<file path="src/rtl/game_event_scheduler.sv">
// Event sequencer for main_game_logic: merges upstream user events with level-paced gravity
// ticks through round-robin arbitration into a single-entry output slot.
module game_event_scheduler #(
    parameter int unsigned EVENT_W     = 3,
    parameter int unsigned LEVEL_W     = 4,
    parameter int unsigned CNT_W       = 25,
    parameter int unsigned BASE_PERIOD = 25_000_000,
    parameter int unsigned PERIOD_STEP = 2_000_000,
    parameter int unsigned MIN_PERIOD  = 2_500_000
) (
    input  logic               clk_i,
    input  logic               rst_i,
    input  logic [EVENT_W-1:0] user_event_i,
    input  logic               user_event_ready_i,
    output logic               user_event_rd_req_o,
    input  logic [LEVEL_W-1:0] level_i,
    input  logic               pause_i,
    input  logic               restart_i,
    output logic [EVENT_W-1:0] evt_o,
    output logic               evt_is_tick_o,
    output logic               evt_ready_o,
    input  logic               evt_rd_req_i,
    output logic [7:0]         missed_ticks_o
);

    localparam int unsigned PW = CNT_W + LEVEL_W;

    logic [PW-1:0]      step_prod;
    logic [PW-1:0]      period_full;
    logic [CNT_W-1:0]   reload_val;

    logic [CNT_W-1:0]   cnt_q, cnt_d;
    logic               tick_pending_q, tick_pending_d;
    logic               last_tick_q, last_tick_d;
    logic [7:0]         missed_q, missed_d;
    logic               evt_ready_q, evt_ready_d;
    logic               evt_is_tick_q, evt_is_tick_d;
    logic [EVENT_W-1:0] evt_q, evt_d;

    logic fire;
    logic slot_free;
    logic user_grant;
    logic tick_grant;

    // Subtraction is only taken when it cannot underflow.
    always_comb begin
        step_prod = PW'(level_i) * PW'(PERIOD_STEP);
        if (step_prod >= PW'(BASE_PERIOD)) begin
            period_full = PW'(MIN_PERIOD);
        end else if ((PW'(BASE_PERIOD) - step_prod) < PW'(MIN_PERIOD)) begin
            period_full = PW'(MIN_PERIOD);
        end else begin
            period_full = PW'(BASE_PERIOD) - step_prod;
        end
        reload_val = CNT_W'(period_full - PW'(1));
    end

    assign fire      = !pause_i && (cnt_q == '0);
    assign slot_free = !evt_ready_q || evt_rd_req_i;

    // On a tie the side that did not win last time is granted.
    always_comb begin
        user_grant = 1'b0;
        tick_grant = 1'b0;
        if (slot_free && !rst_i) begin
            if (user_event_ready_i && tick_pending_q) begin
                if (last_tick_q) begin
                    user_grant = 1'b1;
                end else begin
                    tick_grant = 1'b1;
                end
            end else if (user_event_ready_i) begin
                user_grant = 1'b1;
            end else if (tick_pending_q) begin
                tick_grant = 1'b1;
            end
        end
    end

    assign user_event_rd_req_o = user_grant;

    always_comb begin
        cnt_d          = cnt_q;
        tick_pending_d = tick_pending_q;
        missed_d       = missed_q;
        last_tick_d    = last_tick_q;
        evt_ready_d    = evt_ready_q;
        evt_is_tick_d  = evt_is_tick_q;
        evt_d          = evt_q;

        if (restart_i) begin
            cnt_d = reload_val;
        end else if (!pause_i) begin
            cnt_d = (cnt_q == '0) ? reload_val : cnt_q - CNT_W'(1);
        end

        if (restart_i) begin
            tick_pending_d = 1'b0;
            missed_d       = 8'd0;
        end else begin
            if (fire) begin
                tick_pending_d = 1'b1;
            end else if (tick_grant) begin
                tick_pending_d = 1'b0;
            end
            if (fire && tick_pending_q && !tick_grant && (missed_q != 8'hFF)) begin
                missed_d = missed_q + 8'd1;
            end
        end

        if (user_grant) begin
            evt_ready_d   = 1'b1;
            evt_is_tick_d = 1'b0;
            evt_d         = user_event_i;
            last_tick_d   = 1'b0;
        end else if (tick_grant) begin
            evt_ready_d   = 1'b1;
            evt_is_tick_d = 1'b1;
            evt_d         = '0;
            last_tick_d   = 1'b1;
        end else if (evt_rd_req_i && evt_ready_q) begin
            evt_ready_d   = 1'b0;
            evt_is_tick_d = 1'b0;
            evt_d         = '0;
        end
    end

    always_ff @(posedge clk_i) begin
        if (rst_i) begin
            cnt_q          <= reload_val;
            tick_pending_q <= 1'b0;
            missed_q       <= 8'd0;
            last_tick_q    <= 1'b1;
            evt_ready_q    <= 1'b0;
            evt_is_tick_q  <= 1'b0;
            evt_q          <= '0;
        end else begin
            cnt_q          <= cnt_d;
            tick_pending_q <= tick_pending_d;
            missed_q       <= missed_d;
            last_tick_q    <= last_tick_d;
            evt_ready_q    <= evt_ready_d;
            evt_is_tick_q  <= evt_is_tick_d;
            evt_q          <= evt_d;
        end
    end

    assign evt_o          = evt_q;
    assign evt_is_tick_o  = evt_is_tick_q;
    assign evt_ready_o    = evt_ready_q;
    assign missed_ticks_o = missed_q;

endmodule

</file>
<file path="config.mk">
export PLATFORM = sky130hd
export DESIGN_NAME = game_event_scheduler
export DESIGN_NICKNAME = d
export VERILOG_FILES = /design/src/rtl/game_event_scheduler.sv
export SDC_FILE = /design/constraint.sdc
export NUM_CORES = 1
export LEC_CHECK = 0
export ABC_CLOCK_PERIOD_IN_PS = 11700
export BUFFER_PORTS_ARGS = -buffer_cell sky130_fd_sc_hd__buf_4
export CORE_ASPECT_RATIO = 2
export CORE_UTILIZATION = 65
export CTS_BUF_LIST = sky130_fd_sc_hd__clkbuf_2
export DETAILED_ROUTE_END_ITERATION = 12
export PLACE_DENSITY = 0.86
export SYNTH_ARGS = -nofsm -noshare
export SYNTH_HDL_FRONTEND = slang
export SYNTH_SLANG_ARGS = --single-unit
</file>
<file path="constraint.sdc">
create_clock -name clk_i -period 11.7 [get_ports clk_i]
set_input_delay 0 -clock clk_i [delete_from_list [all_inputs] [get_ports clk_i]]
set_output_delay 0 -clock clk_i [all_outputs]
set_load 0.02 [all_outputs]
</file>
==> reports/metrics.cfg <==
[pwr]
pwr_density_cell_mw_per_mm2 = 129
p_leak_nw = 1.42
power.ir.vdd_worst_uv = 99.5

[layout]
final_common_cell = nor2_1
n_antenna_cell = 0
fillCellCount = 351
drive_gt1_share_pct = 11.3
area_growth_syn_to_layout_pct = 11.1
layoutNonFillerInstCount = 465
design.final.nets = 452
commonest_cells_after_routing_fill_and_taps_aside = nor2_1 (39), xnor2_1 (32), nand2_1 (30)

[clocking]
htreeDepth = 2
post-cts-setup-buffer-count = 0
clk_transition_reported_paths_ps = 200
post_cts.resized_instances = 0
clkSinkCount = 40
number_of_hold_buffers_added_after_cts = 10
cts_buffer_depth = 2
tritoncts = done
source_to_sink_clock_delay_at_the_later_pin_of_the_worst_skew_pair_ps = 430
cts-root-buf = clkbuf_2
cts_inserted_buffers = 5

[placement]
detailed_placer_s_ending_hpwl_um = 5910
count_of_input_and_output_buffers = 26
place.detailed.instances = 447
gpl.final_weighted_congestion = 0.898

[detailed_routing]
routed_wl_um = 7790
vias_per_cell = 6.10
via_count = 2838
routed_wire_length_per_instance_um = 16.8
dr.pass1.iters = 4
drc = 0
antenna_violating_nets_post_route = 0
first_iter_violations = 84

[grt]
grt_pass1_wl_um = 12000
grt_antenna_before_repair = 0
first_global_vias = 2715
grt_max_degree = 26
globalRouteOverflowTotal = 0
grt_util_all_layers_pct = 30.4

[floorplan]
dieHeight_um = 103
placementRows = 36
initial_core_utilization_pct = 67.7
design.portCount = 27
core_region_area_mm2 = 0.00491
dieWidth_um = 52.6
die_area_mm2 = 0.00542

[logic_synthesis]
synth_async_sr_flop_share_pct = 0
synth-seq-cells = 40
synthesis.area_mm2 = 0.00333
syn_inst = 372
seq_area_frac_synth_pct = 31.6
synth_warnings = 0
postSynthNetCount = 417
syn_area_per_cell_um2 = 8.94
synth-edff-count = 25
synth.distinct_cells = 56
synth_top_flop_cell = edfxtp_1

[sta]
rsz0062_at_grt = false
report.final.slew_viol_count = 0
clock-skew-final_ps = 12.6
period_share_pct = 39.7
total_setup_violations_reported_at_the_end_of_the_flow = 0
clock.fmax_ghz = 0.215
slew_headroom_pct = 29.0
worst-slew-pin-transition_ps = 1060
finalCriticalPeriod_ps = 4640
totalNegativeSetupSlack_ps = 0
report.final.hold_viol_count = 0

[worst_setup_path]
crit_fanout = 14
cp_data_arrival_time_ps = 4930
r2r_slack_ps = 8450
timing.critical_path.from_type = input pin
cp_data_required_time_ps = 11980
critical_path_class = input pin to register
setup.worst_path.end_class = register

[run]
maxCapViolCount = 0

[min_path]
hold_path_class = input pin to register

[status]
outcome = completed

==> routing by layer <==
| metal | up-vias | part of all wire [%] | global-route usage [%] |
|---|---|---|---|
| met3 | 24 | 2.1 | 3.69 |
| met4 | 0 | 4.1 | 16.4 |
| met1 | 1348 | 34 | 26.6 |
| met5 | - | 0 | 0 |
| met2 | 63 | 60 | 61.5 |
| li1 | 1403 | - | - |
==> final timing paths <==
check / from / end / cells past startpoint
hold reg to reg: evt_is_tick_o / evt_is_tick_o / 2
setup / recovery: level_i[1] / cnt_q[15] / 21
hold / removal: level_i[0] / cnt_q[15] / 4
setup reg to reg: cnt_q[19] / missed_ticks_o[4] / 8
==> worst max-delay path, stage by stage <==
cell and delay (ps):
buf_4 180, inv_1 130, ha_1 350, fa_1 550, inv_1 70, fa_1 490
nand2b_1 170, a21oi_1 230, xnor2_1 260, nor3b_1 270, a211oi_1 100, a211o_1 330
nor2_2 200, nor2_1 100, inv_1 130, ha_1 210, nor3b_1 450, nand3_1 220
nor3_1 190, o21ai_0 110, o22ai_1 180
==> cell families after synthesis <==
logic type                 Yosys count  share of synthesized area [%]
muxes                                5                           1.50
buffers and inverters               27                           3.31
xor gates and xnor gates            48                           12.6
DFF                                 40                           31.6
AOI/OAI and AO/OA                   69                           14.4
and+or+nand+nor                    150                           23.0
adders and majority gates           33                           13.5
==> metrics by stage <==
stage | instance area (um^2) | total power [mW] | util (%) | hold WS (ps) | worst slack, ps
CTS | 3700 | 0.474 | 75.3 | 222 | 7140
detailed placement | 3560 | 0.411 | 72.5 | 240 | 6700
global placement | 3560 | 0.403 | 72.5 | 235 | 6940
finish | 3700 | 0.478 | 75.3 | 227 | 7060
floorplan | 3330 | 0.364 | - | 125 | 7450
global route | 3700 | 0.505 | 75.3 | 305 | 6730
==> power breakdown <==
group	leakage, nW	internal [mW]	switching [mW]
Clock	0.0333	0.0161	0.0466
Sequential	0.370	0.188	0.0258
Combinational	1.02	0.0906	0.111
Total	1.42	0.295	0.183
==> cells in the mapped netlist, types with 2 or more instances <==
master / count / share of area [%]
o21ai_0: 10 / 1.5
or3_1: 10 / 1.9
nor4_1: 3 / 0.56
nand3_1: 12 / 1.8
a2bb2oi_2: 2 / 0.90
a21oi_1: 15 / 2.3
or4_1: 4 / 0.90
ha_1: 27 / 10
xnor2_1: 32 / 8.4
a211oi_1: 2 / 0.45
a31o_2: 2 / 0.53
nand2b_1: 9 / 1.7
o32ai_1: 2 / 0.53
nand4_1: 2 / 0.38
and4_1: 2 / 0.53
a22oi_1: 6 / 1.4
o22ai_1: 8 / 1.5
nor2_1: 39 / 4.4
nand2_1: 30 / 3.4
nor2b_1: 5 / 0.94
nor3_1: 14 / 2.1
inv_1: 18 / 2.0
fa_1: 5 / 3.0
o221ai_1: 2 / 0.53
a21o_1: 2 / 0.45
edfxtp_1: 25 / 23
and3_1: 3 / 0.56
a31oi_1: 2 / 0.38
nor3b_1: 10 / 2.3
buf_4: 2 / 0.45
mux2i_1: 5 / 1.5
clkbuf_1: 6 / 0.68
a211o_1: 3 / 0.79
or2_2: 2 / 0.38
dfxtp_1: 15 / 9.0
xor2_1: 16 / 4.2
==> area by class of cell <==
class | instances | area, um^2 | share of cell area (%)
multi-input combinational | 305 | 2160 | 58.6
clock inverter | 1 | 3.75 | 0.102
timing repair buffer | 37 | 303 | 8.19
tap | 57 | 71.3 | 1.93
clock buffer | 7 | 35.0 | 0.948
sequential | 40 | 1050 | 28.4
inverter | 18 | 67.6 | 1.83
==> flip-flops by register name (all words and copies together) (netlist names) <==
name / cells
tick_pending_q: 1
cnt_q: 25
missed_ticks_o: 8
evt_o: 3
evt_is_tick_o: 1
evt_ready_o: 1
last_tick_q: 1
Note: power is estimated with default switching activity, not from simulation.
